[src/rtl/display_pkg.sv]
// Shared display constants, state encoding and rectangle clip helpers.
// Used by the fill engine and the display reader.
package display_pkg;

  localparam int SCR_W  = 160;
  localparam int SCR_H  = 120;
  localparam int COL_W  = 3;
  localparam int ADDR_W = 15;

  localparam logic [COL_W-1:0] BLACK = 3'b000;
  localparam logic [COL_W-1:0] GREEN = 3'b010;
  localparam logic [COL_W-1:0] WHITE = 3'b111;

  typedef enum logic [1:0] {
    ST_IDLE      = 2'd0,
    ST_FILL      = 2'd1,
    ST_WAIT_SWAP = 2'd2
  } fill_state_t;

  typedef struct packed {
    logic [7:0] x0;
    logic [7:0] x_end;
    logic [6:0] y0;
    logic [6:0] y_end;
  } rect_bounds_t;

  // y*SCR_W as shift-add (160 = 128 + 32)
  function automatic logic [ADDR_W-1:0] row_base(
    input logic [6:0] y
  );
    logic [ADDR_W-1:0] yy;
    yy = {8'b0, y};
    return (yy << 7) + (yy << 5);
  endfunction

  function automatic rect_bounds_t clip_rect(
    input logic       clear,
    input logic [7:0] x,
    input logic [7:0] w,
    input logic [6:0] y,
    input logic [6:0] h
  );
    rect_bounds_t b;
    logic [8:0]   xs;
    logic [7:0]   ys;
    xs = {1'b0, x} + {1'b0, w};
    ys = {1'b0, y} + {1'b0, h};
    if (clear) begin
      b.x0    = '0;
      b.y0    = '0;
      b.x_end = 8'(SCR_W);
      b.y_end = 7'(SCR_H);
    end else begin
      b.x0    = x;
      b.y0    = y;
      b.x_end = (xs > 9'(SCR_W)) ? 8'(SCR_W) : xs[7:0];
      b.y_end = (ys > 8'(SCR_H)) ? 7'(SCR_H) : ys[6:0];
    end
    return b;
  endfunction

  function automatic logic rect_empty(
    input logic       clear,
    input logic [7:0] x,
    input logic [7:0] w,
    input logic [6:0] y,
    input logic [6:0] h
  );
    return !clear && ((w == 8'd0) || (h == 7'd0) ||
                      (x >= 8'(SCR_W)) || (y >= 7'(SCR_H)));
  endfunction

endpackage

[src/rtl/rect_addr_gen.sv]
// Row-major walker over a clipped rectangle.
// Addresses are built incrementally: +1 per pixel, +SCR_W per row.
module rect_addr_gen
  import display_pkg::*;
(
  input  logic              clock,
  input  logic              reset,
  input  logic              start,
  input  logic              advance,
  input  rect_bounds_t      bounds,
  output logic [ADDR_W-1:0] addr,
  output logic              last
);

  logic [7:0]        x0_q;
  logic [7:0]        x_end_q;
  logic [6:0]        y_end_q;
  logic [7:0]        cur_x;
  logic [6:0]        cur_y;
  logic [ADDR_W-1:0] row_q;
  logic [ADDR_W-1:0] next_row;
  logic [ADDR_W-1:0] start_row;
  logic              row_end;

  assign next_row  = row_q + ADDR_W'(SCR_W);
  assign start_row = row_base(bounds.y0);
  assign row_end   = (cur_x + 8'd1) == x_end_q;
  assign last      = row_end && ((cur_y + 7'd1) == y_end_q);

  always_ff @(posedge clock or posedge reset) begin
    if (reset) begin
      x0_q    <= '0;
      x_end_q <= '0;
      y_end_q <= '0;
      cur_x   <= '0;
      cur_y   <= '0;
      row_q   <= '0;
      addr    <= '0;
    end else if (start) begin
      x0_q    <= bounds.x0;
      x_end_q <= bounds.x_end;
      y_end_q <= bounds.y_end;
      cur_x   <= bounds.x0;
      cur_y   <= bounds.y0;
      row_q   <= start_row;
      addr    <= start_row + {7'b0, bounds.x0};
    end else if (advance && !last) begin
      if (row_end) begin
        cur_x <= x0_q;
        cur_y <= cur_y + 7'd1;
        row_q <= next_row;
        addr  <= next_row + {7'b0, x0_q};
      end else begin
        cur_x <= cur_x + 8'd1;
        addr  <= addr + ADDR_W'(1);
      end
    end
  end

endmodule

[src/rtl/rect_fill_engine.sv]
// Rectangle fill into the back image buffer, one pixel per clock,
// plus ping-pong buffer select flipped on end-of-scan after a swap.
module rect_fill_engine
  import display_pkg::*;
(
  input  logic              clock,
  input  logic              reset,
  input  logic              req_valid,
  output logic              req_ready,
  input  logic              req_clear,
  input  logic [7:0]        req_x,
  input  logic [6:0]        req_y,
  input  logic [7:0]        req_w,
  input  logic [6:0]        req_h,
  input  logic [COL_W-1:0]  req_colour,
  input  logic              swap_req,
  input  logic              scan_done,
  output logic              wr_en,
  output logic              wr_sel,
  output logic [ADDR_W-1:0] wr_addr,
  output logic [COL_W-1:0]  wr_data,
  output logic              front_sel,
  output logic              busy,
  output logic              swap_pending
);

  fill_state_t      state_q, state_d;
  logic             back_sel_q;
  logic             pend_q, pend_d;
  logic [COL_W-1:0] colour_q;
  rect_bounds_t     bounds;
  logic             empty;
  logic             accept;
  logic             start;
  logic             last;
  logic             flip;

  assign bounds = clip_rect(req_clear, req_x, req_w, req_y, req_h);
  assign empty  = rect_empty(req_clear, req_x, req_w, req_y, req_h);

  assign req_ready = (state_q == ST_IDLE) && !pend_q && !reset;
  assign accept    = req_valid && req_ready;
  assign start     = accept && !empty;
  assign flip      = (state_q == ST_WAIT_SWAP) && scan_done;

  rect_addr_gen u_addr (
    .clock   (clock),
    .reset   (reset),
    .start   (start),
    .advance (state_q == ST_FILL),
    .bounds  (bounds),
    .addr    (wr_addr),
    .last    (last)
  );

  always_comb begin
    state_d = state_q;
    unique case (state_q)
      ST_IDLE: begin
        if (start)         state_d = ST_FILL;
        else if (swap_req) state_d = ST_WAIT_SWAP;
      end
      ST_FILL: begin
        if (last)
          state_d = (pend_q || swap_req) ? ST_WAIT_SWAP : ST_IDLE;
      end
      ST_WAIT_SWAP: begin
        if (scan_done) state_d = ST_IDLE;
      end
      default: state_d = ST_IDLE;
    endcase
  end

  // scan_done only counts once the swap is already pending in WAIT_SWAP
  always_comb begin
    pend_d = pend_q;
    if (state_q == ST_WAIT_SWAP) begin
      if (scan_done) pend_d = 1'b0;
    end else if (swap_req) begin
      pend_d = 1'b1;
    end
  end

  always_ff @(posedge clock or posedge reset) begin
    if (reset) begin
      state_q    <= ST_IDLE;
      back_sel_q <= 1'b0;
      pend_q     <= 1'b0;
      colour_q   <= '0;
    end else begin
      state_q <= state_d;
      pend_q  <= pend_d;
      if (flip)   back_sel_q <= ~back_sel_q;
      if (accept) colour_q   <= req_colour;
    end
  end

  assign wr_en        = (state_q == ST_FILL);
  assign wr_sel       = back_sel_q;
  assign wr_data      = colour_q;
  assign front_sel    = ~back_sel_q;
  assign busy         = (state_q != ST_IDLE);
  assign swap_pending = pend_q;

endmodule

[config.mk]
export PLATFORM = sky130hd
export DESIGN_NAME = rect_fill_engine
export DESIGN_NICKNAME = d
export VERILOG_FILES = /design/src/rtl/display_pkg.sv /design/src/rtl/rect_addr_gen.sv /design/src/rtl/rect_fill_engine.sv
export SDC_FILE = /design/constraint.sdc
export NUM_CORES = 1
export LEC_CHECK = 0
export CAP_MARGIN = 20
export CORE_AREA = 2 2 99 139
export CTS_CLUSTER_DIAMETER = 120
export DETAILED_ROUTE_END_ITERATION = 8
export DIE_AREA = 0 0 101 141
export GPL_TIMING_DRIVEN = 0
export PLACE_DENSITY = 0.76
export SYNTH_ARGS = -nofsm -noshare
export SYNTH_HDL_FRONTEND = slang
export SYNTH_SLANG_ARGS = --single-unit
[constraint.sdc]
create_clock -name clock -period 2.39 [get_ports clock]
set_input_delay 0.3585 -clock clock [delete_from_list [all_inputs] [get_ports clock]]
set_output_delay 0.3585 -clock clock [all_outputs]
set_load 0.03 [all_outputs]
==> summary.txt, run 1 <==
Outcome
  • Result of the run: finished, violations left
  • Failing checks: negative setup slack

Global routing
  • Total global routing overflow: 0
  • First-pass GRT wire length: 31.4 mm
  • Number of global-route vias before repair: 6,139
  • Global-route usage over all layers: 0.283
  • Largest net degree at the start of global routing: 71
  • Initial antenna violation count: 0

STA
  • Final Critical Period: 2.75 ns
  • RSZ-0062 raised after global routing: true
  • Worst slew margin: 0.373
  • Setup violators final: 42
  • Pins Over Slew Limit: 0
  • Final worst hold slack: 0.392 ns
  • Post-route worst setup slack: -0.357 ns
  • Hold Violations, Final: 0
  • Clk_skew: 0.00974 ns
  • Final period util: 1.15
  • Worst-Margin Slew: 0.940 ns
  • Fmax achieved: 0.364 GHz

Place
  • Weighted congestion reported at the end of routability-driven placement: 0.911
  • Worst setup timing slack at the placement stage: -1.37 ns
  • Placed wire-length estimate after detailed placement: 13.4 mm
  • IO buf count: 62

Final layout
  • Most used cells in the layout excluding fill and tap cells: 66 x sky130_fd_sc_hd__dfrtp_1, 53 x sky130_fd_sc_hd__nand2_1, 47 x sky130_fd_sc_hd__clkdlybuf4s50_1
  • Diode insertion count for antenna repair: 0
  • Ratio of cells with drive above 1 in the final layout: 0.326
  • Combined area of the multi-input logic cells: 4320 µm²
  • Relative area change from synthesis to final layout: 45.2%
  • Number of nets in the layout: 844
  • Most common cell after layout, fill and taps aside: sky130_fd_sc_hd__dfrtp_1
  • Total area of sequential cells: 1760 µm²
  • Number of inserted filler cells in the final layout: 1,002

Clock tree
  • Maximum clock path buffer count: 2
  • Later-pin clock latency in the skew report: 0.35 ns
  • Number of levels in the clock H-tree: 3
  • Register clock-pin slew on the reported worst setup and hold paths: 0.06 ns
  • Sink count of the clock tree: 70
  • TritonCTS clock tree: yes
  • CTS buffer count: 9
  • Clock tree root driver cell: sky130_fd_sc_hd__clkbuf_16

Power
  • Worst vdd rail ir drop: 726 µV
  • LEAKAGE: 3.48 nW
  • Int Power: 4.93 mW
  • Sequential share of power: 0.270
  • Clock power share: 0.175
  • Gate power share: 0.554
  • Power density normalized to cell area: 1070 nW/µm²
  • Switching power summed over all nets: 3.84 mW
  • Share of total power consumed by net switching: 0.438

Drt
  • Router iterations before antenna repair: 6
  • Routed via count: 6,091
  • Average routed wire per standard cell: 22.7 µm
  • DRC violations left: 0
  • Post-detailed-routing wire length: 21.3 mm
  • Violation count after the first detailed-route iteration: 563
  • Antenna-violating nets left: 0
  • Average via count per standard cell: 6.51

Worst setup path
  • FF-to-FF End: u_addr.addr[12]$_DFFE_PP0P_
  • Length in cells of the worst reg-to-reg path: 13
  • Cell count along the critical path: 13
  • Delay of the slowest cell on the worst path: 0.43 ns
  • Worst setup path category: reg2reg
  • Endpoint of the most critical setup path: u_addr.addr[12]$_DFFE_PP0P_
  • Largest fanout of any net on the critical path: 7
  • Crit-path cells: ha_4 > xnor2_2 > o211ai_1 > nor4_4 > o2111a_1 > buf_6 > a31oi_4 > buf_12 > buf_8 > buf_6 > o21ai_2 > a21oi_1 > a21oi_1
  • Startpoint of the worst register-to-register path: u_addr.cur_x[0]$_DFFE_PP0P_
  • Worst path buffer plus inverter count: 4
  • Setup slack of the worst register-to-register path: -0.36 ns
  • Crit path launch type: flip-flop
  • Slowest CP cell: sky130_fd_sc_hd__dfrtp_1
  • Data arrival time at the worst-slack endpoint: 3.00 ns
  • Critical Path Sink Type: flip-flop
  • Dominant delay contributor by cell family on the critical path: compound AO/OA/AOI/OAI gates
  • Worst setup startpoint: u_addr.cur_x[0]$_DFFE_PP0P_
  • Crit path required time: 2.64 ns

Run
  • Max-Cap Viols: 0

Floorplan
  • Vertical extent of the die: 141 µm
  • Chip Width: 101 µm
  • Effective utilization at floorplan: 0.428
  • Die ar.: 14,200 µm²
  • Core area: 13,100 µm²
  • # rows: 50
  • I/O pin count: 63

Hold path
  • Hold crit path type: in2reg
  • Number of cells on the worst hold path: 2

Logic synthesis
  • Number of enable flip-flop cells after synthesis: 0
  • Syn Nets: 718
  • Unique cell type count in the Yosys netlist: 82
  • Count of mapped cells out of synthesis: 649
  • Most common flop cell mapped by yosys: sky130_fd_sc_hd__dfrtp_1
  • Flops & latches, synth: 70
  • Number of warnings printed during yosys synthesis: 0
  • Asr flop ratio synth: 1.00
  • Average size of a mapped cell: 8.67 µm²
  • Post-Synthesis Cell Area: 5630 µm²
  • Seq/Total Area, Yosys: 0.311
Yosys cell counts (5+ instances only):
library cell / n / share of area
sky130_fd_sc_hd__xor2_1: 23 / 0.036
sky130_fd_sc_hd__a221o_1: 6 / 0.011
sky130_fd_sc_hd__o21a_1: 7 / 0.0093
sky130_fd_sc_hd__a21oi_1: 34 / 0.030
sky130_fd_sc_hd__ha_1: 28 / 0.062
sky130_fd_sc_hd__nor2_1: 51 / 0.034
sky130_fd_sc_hd__a22o_1: 7 / 0.011
sky130_fd_sc_hd__and3_1: 7 / 0.0078
sky130_fd_sc_hd__nand3_1: 18 / 0.016
sky130_fd_sc_hd__mux2_2: 6 / 0.012
sky130_fd_sc_hd__nor4_1: 7 / 0.0078
sky130_fd_sc_hd__xnor2_1: 43 / 0.067
sky130_fd_sc_hd__o31ai_1: 9 / 0.012
sky130_fd_sc_hd__nor2b_1: 11 / 0.012
sky130_fd_sc_hd__buf_2: 9 / 0.0080
sky130_fd_sc_hd__dfrtp_1: 70 / 0.31
sky130_fd_sc_hd__inv_1: 23 / 0.015
sky130_fd_sc_hd__buf_4: 5 / 0.0067
sky130_fd_sc_hd__a21o_1: 7 / 0.0093
sky130_fd_sc_hd__a31oi_1: 10 / 0.011
sky130_fd_sc_hd__a221oi_1: 6 / 0.0093
sky130_fd_sc_hd__clkbuf_1: 17 / 0.011
sky130_fd_sc_hd__o21ai_1: 17 / 0.015
sky130_fd_sc_hd__nor3_1: 20 / 0.018
sky130_fd_sc_hd__o21ai_0: 29 / 0.026
sky130_fd_sc_hd__nand4_1: 7 / 0.0078
sky130_fd_sc_hd__a32o_1: 8 / 0.014
sky130_fd_sc_hd__o211ai_1: 5 / 0.0067
sky130_fd_sc_hd__nand2_1: 60 / 0.040
sky130_fd_sc_hd__nand2b_1: 8 / 0.0089
logic make-up (layout without fill, tap and decap cells):
logic type | Yosys count | count (layout) | synth area share
compound gates | 188 | 188 | 0.238
xor+xnor | 66 | 66 | 0.103
fa+ha+maj | 31 | 31 | 0.0711
buf+inv | 61 | 192 | 0.0513
flops | 70 | 70 | 0.311
mux | 11 | 11 | 0.0218
simple gates | 222 | 222 | 0.204
metrics by stage:
step                      utilization  power (mW)  std cells  TNS (ns)  area [µm²]
after global placement          0.510        6.10        867   -132.38        6700
final                           0.622        8.77        936     -9.82        8180
after detailed placement        0.510        6.23        867    -63.01        6700
after floorplan                     -        5.04        649    -0.452        5880
after CTS                       0.592        8.26        924     -7.44        7780
after global routing            0.622        9.15        936    -12.53        8180
how the worst min path moves through the flow:
stage                                           from                     endpoint  slack, ns
after floorplan                            scan_done       state_q[1]$_DFFE_PP0P_       0.45
after CTS                         wr_sel$_DFFE_PP0P_           wr_sel$_DFFE_PP0P_       0.50
after global placement    u_addr.x0_q[1]$_DFFE_PP0P_   u_addr.x0_q[1]$_DFFE_PP0P_       0.47
after global routing                        req_x[5]  u_addr.cur_x[5]$_DFFE_PP0P_       0.43
after detailed placement          wr_sel$_DFFE_PP0P_           wr_sel$_DFFE_PP0P_       0.49
final                                       req_x[5]  u_addr.cur_x[5]$_DFFE_PP0P_       0.39
sequential cells by signal, summed over array words and instances (netlist names):
name	count
wr_sel	1
u_addr.x0_q	8
u_addr.y_end_q	7
state_q	2
u_addr.row_q	10
u_addr.cur_x	8
swap_pending	1
wr_data	3
u_addr.cur_y	7
u_addr.x_end_q	8
u_addr.addr	15
what timing repair did:
item,4_1_cts,5_1_grt
endpoints found under the setup margin,66,64
pin swaps,57,45
setup buffers,41,13
hold buffers,0,0
resized for setup,125,88
endpoints found under the hold margin,0,0
cloned,3,0
per-layer routing:
layer  up-vias  GRT usage  share of wire
met5         -          0              0
met4         0      0.217          0.086
met3       153     0.0476          0.074
met2       349      0.498           0.51
met1      2955      0.292           0.33
li1       2634          -              -
power by group through the flow:
stage          sequential [mW]  clock [mW]  combinational, mW
3_3_place_gp              2.26           0               3.83
5_1_grt                   2.42        1.58               5.15
4_1_cts                   2.31        1.52               4.43
6_report                  2.37        1.54               4.86
2_1_floorplan             2.47           0               2.57
3_5_place_dp              2.29           0               3.93
cell type report:
| class | count | share of cell area |
|---|---|---|
| Buffer | 34 | 0.0399 |
| Tap cell | 156 | 0.0239 |
| Clock buffer | 13 | 0.0331 |
| Timing Repair Buffer | 118 | 0.140 |
| Multi-Input combinational cell | 518 | 0.528 |
| Clock inverter | 3 | 0.00796 |
| Inverter | 24 | 0.0116 |
| Sequential cell | 70 | 0.215 |
Power figures use the tool's default switching activity.
==> inputs of run 2 (changes only) <==
--- a/config.mk
+++ b/config.mk
@@ -6,12 +6,14 @@
 export NUM_CORES = 1
 export LEC_CHECK = 0
 export CAP_MARGIN = 20
-export CORE_AREA = 2 2 99 139
+export CORE_AREA = 2 2 102 144
+export CTS_BUF_LIST = sky130_fd_sc_hd__clkbuf_8
 export CTS_CLUSTER_DIAMETER = 120
 export DETAILED_ROUTE_END_ITERATION = 8
-export DIE_AREA = 0 0 101 141
+export DIE_AREA = 0 0 104 146
 export GPL_TIMING_DRIVEN = 0
-export PLACE_DENSITY = 0.76
+export PLACE_DENSITY = 0.75
 export SYNTH_ARGS = -nofsm -noshare
 export SYNTH_HDL_FRONTEND = slang
+export SYNTH_HIERARCHICAL = 1
 export SYNTH_SLANG_ARGS = --single-unit
==> summary.txt, run 2 <==
Outcome
  • Result of the run: finished, violations left
  • Failing checks: negative setup slack

Power
  • LEAKAGE: 3.46 nW
  • Share of total power consumed by net switching: 0.447
  • Clock power share: 0.126
  • Sequential share of power: 0.275
  • Switching power summed over all nets: 3.85 mW
  • Int Power: 4.76 mW
  • Power density normalized to cell area: 1020 nW/µm²
  • Worst vdd rail ir drop: 392 µV
  • Gate power share: 0.599

Worst setup path
  • Crit path launch type: flip-flop
  • Setup slack of the worst register-to-register path: -0.38 ns
  • Data arrival time at the worst-slack endpoint: 3.01 ns
  • FF-to-FF End: u_addr/addr[10]$_DFFE_PP0P_
  • Worst setup path category: reg2reg
  • Length in cells of the worst reg-to-reg path: 11
  • Startpoint of the worst register-to-register path: u_addr/cur_x[0]$_DFFE_PP0P_
  • Largest fanout of any net on the critical path: 5
  • Critical Path Sink Type: flip-flop
  • Crit path required time: 2.63 ns

STA
  • Fmax achieved: 0.361 GHz
  • Worst slew margin: 0.441
  • Clk_skew: 0.00901 ns
  • RSZ-0062 raised after global routing: true
  • Setup TNS after final layout: -11.20 ns
  • Final Critical Period: 2.77 ns
  • Final period util: 1.16
  • Setup violators final: 42
  • Hold Violations, Final: 0
  • Pins Over Slew Limit: 0
  • Post-route worst setup slack: -0.379 ns
  • Worst-Margin Slew: 0.838 ns

Floorplan
  • Effective utilization at floorplan: 0.436
  • # rows: 51
  • Vertical extent of the die: 146 µm
  • Die ar.: 15,200 µm²
  • I/O pin count: 63
  • Core area: 13,800 µm²
  • Chip Width: 104 µm

Hold path
  • Hold crit path type: in2async

Place
  • Weighted congestion reported at the end of routability-driven placement: 0.891
  • Placed wire-length estimate after detailed placement: 12.2 mm
  • IO buf count: 62

Final layout
  • Registers with the most flip-flops: u_addr/addr (15), u_addr/row_q (10)
  • Post-layout util: 0.615
  • Max FFs per register: 15
  • Most used cells in the layout excluding fill and tap cells: 66 x sky130_fd_sc_hd__dfrtp_1, 62 x sky130_fd_sc_hd__nand2_1, 55 x sky130_fd_sc_hd__clkdlybuf4s50_1
  • Top register by number of flip-flops: u_addr/addr
  • Relative area change from synthesis to final layout: 41.0%
  • Most common cell after layout, fill and taps aside: sky130_fd_sc_hd__dfrtp_1
  • Number of nets in the layout: 869
  • Ratio of cells with drive above 1 in the final layout: 0.314
  • Diode insertion count for antenna repair: 0

Global routing
  • Largest net degree at the start of global routing: 64
  • First-pass GRT wire length: 29.0 mm
  • Global-route usage over all layers: 0.236
  • Number of global-route vias before repair: 5,793
  • Initial antenna violation count: 0
  • Total global routing overflow: 0

Drt
  • Router iterations before antenna repair: 5
  • Antenna-violating nets left: 0
  • Average routed wire per standard cell: 19.1 µm
  • Post-detailed-routing wire length: 18.8 mm
  • Average via count per standard cell: 6.00
  • DRC violations left: 0
  • Violation count after the first detailed-route iteration: 449
  • Routed via count: 5,907

Logic synthesis
  • Cell with the most instances after synthesis: sky130_fd_sc_hd__dfrtp_1
  • Flops & latches, synth: 70
  • Most common flop cell mapped by yosys: sky130_fd_sc_hd__dfrtp_1
  • Area contributors post-synth: sky130_fd_sc_hd__dfrtp_1 29%, sky130_fd_sc_hd__xnor2_1 7.4%, sky130_fd_sc_hd__ha_1 6.5%, sky130_fd_sc_hd__mux2_2 4.5%, sky130_fd_sc_hd__nand2_1 4.1%
  • Count of mapped cells out of synthesis: 672
  • Area share of the leading cell type in the synthesized netlist: 0.292
  • Number of enable flip-flop cells after synthesis: 0
  • Syn Nets: 746
  • Cell type with the largest total area after synthesis: sky130_fd_sc_hd__dfrtp_1
  • Post-Synthesis Cell Area: 6010 µm²
  • Asr flop ratio synth: 1.00
  • Average size of a mapped cell: 8.94 µm²
  • Most common library cells after synthesis: 70 x sky130_fd_sc_hd__dfrtp_1, 66 x sky130_fd_sc_hd__nand2_1, 51 x sky130_fd_sc_hd__xnor2_1
  • Unique cell type count in the Yosys netlist: 89
  • Seq/Total Area, Yosys: 0.292
  • Number of warnings printed during yosys synthesis: 6

Clock tree
  • CTS hold repair buffers: 0
  • Sink count of the clock tree: 70
  • Number of levels in the clock H-tree: 3
  • Clock tree root driver cell: sky130_fd_sc_hd__clkbuf_8
  • Register clock-pin slew on the reported worst setup and hold paths: 0.08 ns
  • Maximum clock path buffer count: 2
  • CTS buffer count: 9
  • Later-pin clock latency in the skew report: 0.36 ns
  • TritonCTS clock tree: yes

Run
  • Max-Cap Viols: 0
-- run 2: worst max-delay path by stage --
stage,startpoint,to,slack [ns],cells past startpoint
global placement,req_clear,u_addr/addr[13]$_DFFE_PP0P_,-0.98,12
finish,u_addr/cur_x[0]$_DFFE_PP0P_,u_addr/addr[10]$_DFFE_PP0P_,-0.38,11
floorplan,u_addr/cur_x[0]$_DFFE_PP0P_,state_q[1]$_DFFE_PP0P_,-0.38,12
global route,u_addr/cur_x[1]$_DFFE_PP0P_,u_addr/addr[6]$_DFFE_PP0P_,-0.46,13
CTS,u_addr/cur_x[1]$_DFFE_PP0P_,u_addr/cur_y[5]$_DFFE_PP0P_,-0.26,12
detailed placement,req_clear,u_addr/addr[13]$_DFFE_PP0P_,-1.02,12
-- run 2: power by group through the flow --
stage,Combinational [mW],Clock [mW],Sequential (mW)
floorplan,2.73,0,2.48
global placement,3.94,0,2.33
detailed placement,4.01,0,2.35
CTS,4.82,1.09,2.32
global route,5.45,1.14,2.43
finish,5.15,1.08,2.37
-- run 2: area by class of cell --
cell class	instances	area (µm²)
repair buffers	114	1220
fillers	1120	5310
plain buffers	25	208
clock buffers	10	138
well taps	185	231
flip-flops and latches	70	1760
clock inverters	6	77.6
inverters	24	96.3
multi-input cells	551	4750
-- run 2: metrics by stage --
step / hold WS (ns) / setup WS (ns) / power, mW / std cells / cell area [µm²]
after floorplan: 0.162 / -0.382 / 5.21 / 672 / 6220
after global placement: 0.478 / -0.983 / 6.28 / 919 / 7070
after detailed placement: 0.484 / -1.02 / 6.36 / 919 / 7070
after CTS: 0.396 / -0.263 / 8.23 / 976 / 8090
after global routing: 0.422 / -0.457 / 9.02 / 985 / 8470
final: 0.384 / -0.379 / 8.61 / 985 / 8470
-- run 2: cells by family (layout without fill, tap and decap cells) --
group / Yosys count / in the layout / synth area share
buffers and inverters: 51 / 179 / 0.0398
AND/OR/NAND/NOR: 232 / 232 / 0.200
multiplexers: 34 / 34 / 0.0623
flip-flops: 70 / 70 / 0.292
adder cells (fa/ha/maj): 35 / 35 / 0.0779
AO/OA/AOI/OAI: 176 / 176 / 0.218
XOR/XNOR: 73 / 73 / 0.110
other: 1 / 1 / 0.000624
-- run 2: routing by layer --
layer  wire (µm)  GRT usage  share of wire  up-vias
li1            -          -              -     2707
met3        1220     0.0358          0.065       66
met1        7320      0.285           0.39     2880
met2        9470      0.409           0.50      254
met5           0          0              0        -
met4         818      0.114          0.043        0
-- run 2: timing repair --
| action | 4_1_cts | 5_1_grt |
|---|---|---|
| cloned | 2 | 2 |
| gates resized for setup | 103 | 58 |
| endpoints found under the setup margin | 65 | 65 |
| endpoints found under the hold margin | 0 | 0 |
| setup buffers | 41 | 9 |
| pin swaps | 31 | 36 |
-- run 2: worst max-delay path: stages, from the launching register on --
cell	delay, ns
sky130_fd_sc_hd__dfrtp_2	0.47
sky130_fd_sc_hd__ha_4	0.24
sky130_fd_sc_hd__xor2_2	0.15
sky130_fd_sc_hd__a311oi_2	0.28
sky130_fd_sc_hd__o311ai_2	0.18
sky130_fd_sc_hd__nor4_4	0.19
sky130_fd_sc_hd__buf_4	0.20
sky130_fd_sc_hd__nand2_4	0.07
sky130_fd_sc_hd__o31ai_4	0.35
sky130_fd_sc_hd__buf_6	0.19
sky130_fd_sc_hd__nor3_2	0.04
sky130_fd_sc_hd__a221o_1	0.28
==> inputs of run 3 (changes only) <==
--- a/config.mk
+++ b/config.mk
@@ -5,6 +5,7 @@
 export SDC_FILE = /design/constraint.sdc
 export NUM_CORES = 1
 export LEC_CHECK = 0
+export ABC_CLOCK_PERIOD_IN_PS = 2390
 export CAP_MARGIN = 20
 export CORE_AREA = 2 2 102 144
 export CTS_BUF_LIST = sky130_fd_sc_hd__clkbuf_8
==> constraint.sdc (replaced) <==
create_clock -name clock -period 2.39 [get_ports clock]
set_input_delay 0.478 -clock clock [delete_from_list [all_inputs] [get_ports clock]]
set_output_delay 0.478 -clock clock [all_outputs]
set_load 0.03 [all_outputs]
==> summary.txt, run 3 (same netlist as run 2, synthesis figures left out) <==
Worst setup path
  • Largest fanout of any net on the critical path: 6
  • Critical Path Sink Type: flip-flop
  • Worst setup path category: reg2reg
  • Length in cells of the worst reg-to-reg path: 12
  • Worst setup startpoint: u_addr/cur_x[0]$_DFFE_PP0P_
  • Crit path launch type: flip-flop
  • Setup slack of the worst register-to-register path: -0.39 ns
  • Startpoint of the worst register-to-register path: u_addr/cur_x[0]$_DFFE_PP0P_
  • Data arrival time at the worst-slack endpoint: 3.02 ns
  • Crit path required time: 2.64 ns
  • FF-to-FF End: u_addr/addr[3]$_DFFE_PP0P_

Final layout
  • Most common cell after layout, fill and taps aside: sky130_fd_sc_hd__dfrtp_1
  • Number of inserted filler cells in the final layout: 1,135
  • Max FFs per register: 15
  • Top register by number of flip-flops: u_addr/addr
  • Relative area change from synthesis to final layout: 39.4%
  • Diode insertion count for antenna repair: 0
  • Most used cells in the layout excluding fill and tap cells: 66 x sky130_fd_sc_hd__dfrtp_1, 60 x sky130_fd_sc_hd__nand2_1, 50 x sky130_fd_sc_hd__clkdlybuf4s50_1
  • Number of nets in the layout: 865
  • Registers with the most flip-flops: u_addr/addr (15), u_addr/row_q (10)
  • Ratio of cells with drive above 1 in the final layout: 0.315

Global routing
  • Initial antenna violation count: 0
  • First-pass GRT wire length: 28.9 mm
  • Total global routing overflow: 0
  • Number of global-route vias before repair: 5,747
  • Global-route usage over all layers: 0.234
  • Largest net degree at the start of global routing: 64

Floorplan
  • Vertical extent of the die: 146 µm
  • Chip Width: 104 µm
  • Die ar.: 15,200 µm²
  • Effective utilization at floorplan: 0.436
  • # rows: 51
  • I/O pin count: 63
  • Core area: 13,800 µm²

Clock tree
  • CTS buffer count: 9
  • CTS hold repair buffers: 0
  • Sink count of the clock tree: 70
  • Number of levels in the clock H-tree: 3
  • Register clock-pin slew on the reported worst setup and hold paths: 0.08 ns
  • Maximum clock path buffer count: 2
  • Later-pin clock latency in the skew report: 0.36 ns
  • TritonCTS clock tree: yes
  • Clock tree root driver cell: sky130_fd_sc_hd__clkbuf_8

STA
  • Pins Over Slew Limit: 0
  • RSZ-0062 raised after global routing: true
  • Hold Violations, Final: 0
  • Setup violators final: 64
  • Setup TNS after final layout: -13.12 ns
  • Final period util: 1.16
  • Worst slew margin: 0.452
  • Fmax achieved: 0.360 GHz
  • Final Critical Period: 2.78 ns
  • Post-route worst setup slack: -0.385 ns
  • Final worst hold slack: 0.495 ns
  • Clk_skew: 0.00798 ns
  • Worst-Margin Slew: 0.822 ns

Hold path
  • Number of cells on the worst hold path: 1
  • HP Start: wr_sel$_DFFE_PP0P_
  • Worst min-delay path endpoint: wr_sel$_DFFE_PP0P_
  • Hold crit path type: reg2reg

Drt
  • Routed via count: 5,839
  • Violation count after the first detailed-route iteration: 429
  • Antenna-violating nets left: 0
  • DRC violations left: 0
  • Post-detailed-routing wire length: 18.5 mm
  • Average via count per standard cell: 5.95
  • Router iterations before antenna repair: 5
  • Average routed wire per standard cell: 18.8 µm

Place
  • IO buf count: 62
  • Weighted congestion reported at the end of routability-driven placement: 0.891
  • Placed wire-length estimate after detailed placement: 12.2 mm

Power
  • LEAKAGE: 3.42 nW
  • Power density normalized to cell area: 1020 nW/µm²
  • Gate power share: 0.592
  • Int Power: 4.71 mW
  • Switching power summed over all nets: 3.81 mW
  • Sequential share of power: 0.281
  • Share of total power consumed by net switching: 0.447
  • Worst vdd rail ir drop: 388 µV
  • Clock power share: 0.127

Outcome
  • Result of the run: finished, violations left
  • Failing checks: negative setup slack

Run
  • Max-Cap Viols: 0
## run 3: cell types whose count changed in the layout (fill, tap and decap cells not counted), moves of 3 or more
cell	delta
sky130_fd_sc_hd__dlygate4sd2_1	+5
sky130_fd_sc_hd__nor2b_4	+5
sky130_fd_sc_hd__clkdlybuf4s50_1	-5
sky130_fd_sc_hd__ha_2	-3
sky130_fd_sc_hd__nor2b_1	-3
sky130_fd_sc_hd__clkbuf_4	-3
sky130_fd_sc_hd__a211oi_1	+3
sky130_fd_sc_hd__nor2_2	+3
sky130_fd_sc_hd__buf_2	+4
sky130_fd_sc_hd__a211oi_2	-4
## run 3: worst max path at each step
stage,to,slack (ns),cells after the start
after floorplan,state_q[1]$_DFFE_PP0P_,-0.38,12
after global placement,u_addr/addr[13]$_DFFE_PP0P_,-1.10,12
after detailed placement,u_addr/addr[13]$_DFFE_PP0P_,-1.14,12
after CTS,u_addr/cur_y[5]$_DFFE_PP0P_,-0.26,12
after global routing,u_addr/addr[3]$_DFFE_PP0P_,-0.46,11
final,u_addr/addr[3]$_DFFE_PP0P_,-0.39,12
## run 3: worst max-delay path: stages, from the launching register on
cell	delay, ns
sky130_fd_sc_hd__dfrtp_2	0.47
sky130_fd_sc_hd__ha_4	0.20
sky130_fd_sc_hd__nand3_4	0.12
sky130_fd_sc_hd__nor3_4	0.07
sky130_fd_sc_hd__nor3b_1	0.38
sky130_fd_sc_hd__nor4_4	0.08
sky130_fd_sc_hd__buf_6	0.15
sky130_fd_sc_hd__buf_4	0.14
sky130_fd_sc_hd__and2_4	0.19
sky130_fd_sc_hd__a21boi_4	0.27
sky130_fd_sc_hd__buf_12	0.18
sky130_fd_sc_hd__o22ai_2	0.07
sky130_fd_sc_hd__a221o_1	0.32
## run 3: area by class of cell
class,count,area [µm²],share of cell area
repair buffers,110,1110,0.132
well taps,185,231,0.0276
inverters,24,96.3,0.0115
clock inverters,6,77.6,0.00926
clock buffers,10,138,0.0164
multi-input cells,551,4750,0.568
flip-flops and latches,70,1760,0.210
plain buffers,25,213,0.0254
## run 3: what timing repair did
item	in CTS	in global routing
setup buffers	36	10
setup endpoints to repair	66	65
pin swaps	42	35
gates resized for setup	122	55
cloned	2	0
## run 3: power groups by stage
stage          clock network, mW  logic [mW]  registers, mW
2_1_floorplan                  0        2.73           2.48
4_1_cts                     1.09        4.74           2.34
5_1_grt                     1.14        5.34           2.46
3_5_place_dp                   0        4.01           2.35
6_report                    1.08        5.04           2.40
3_3_place_gp                   0        3.94           2.33
## run 3: metrics by stage
stage                     cell area, µm²  instances  setup slack, ns  utilization  power, mW
after floorplan                     6220        672           -0.382            -       5.21
after global placement              7070        919            -1.10        0.513       6.28
after detailed placement            7070        919            -1.14        0.513       6.36
after CTS                           8060        972           -0.260        0.585       8.17
after global routing                8370        981           -0.460        0.607       8.95
final                               8370        981           -0.385        0.607       8.52
## run 3: per-layer routing
metal / vias up / GRT usage / part of all wire
met5: - / 0 / 0
met1: 2857 / 0.284 / 0.40
met3: 56 / 0.0269 / 0.051
met4: 0 / 0.110 / 0.039
li1: 2695 / - / -
met2: 231 / 0.413 / 0.51
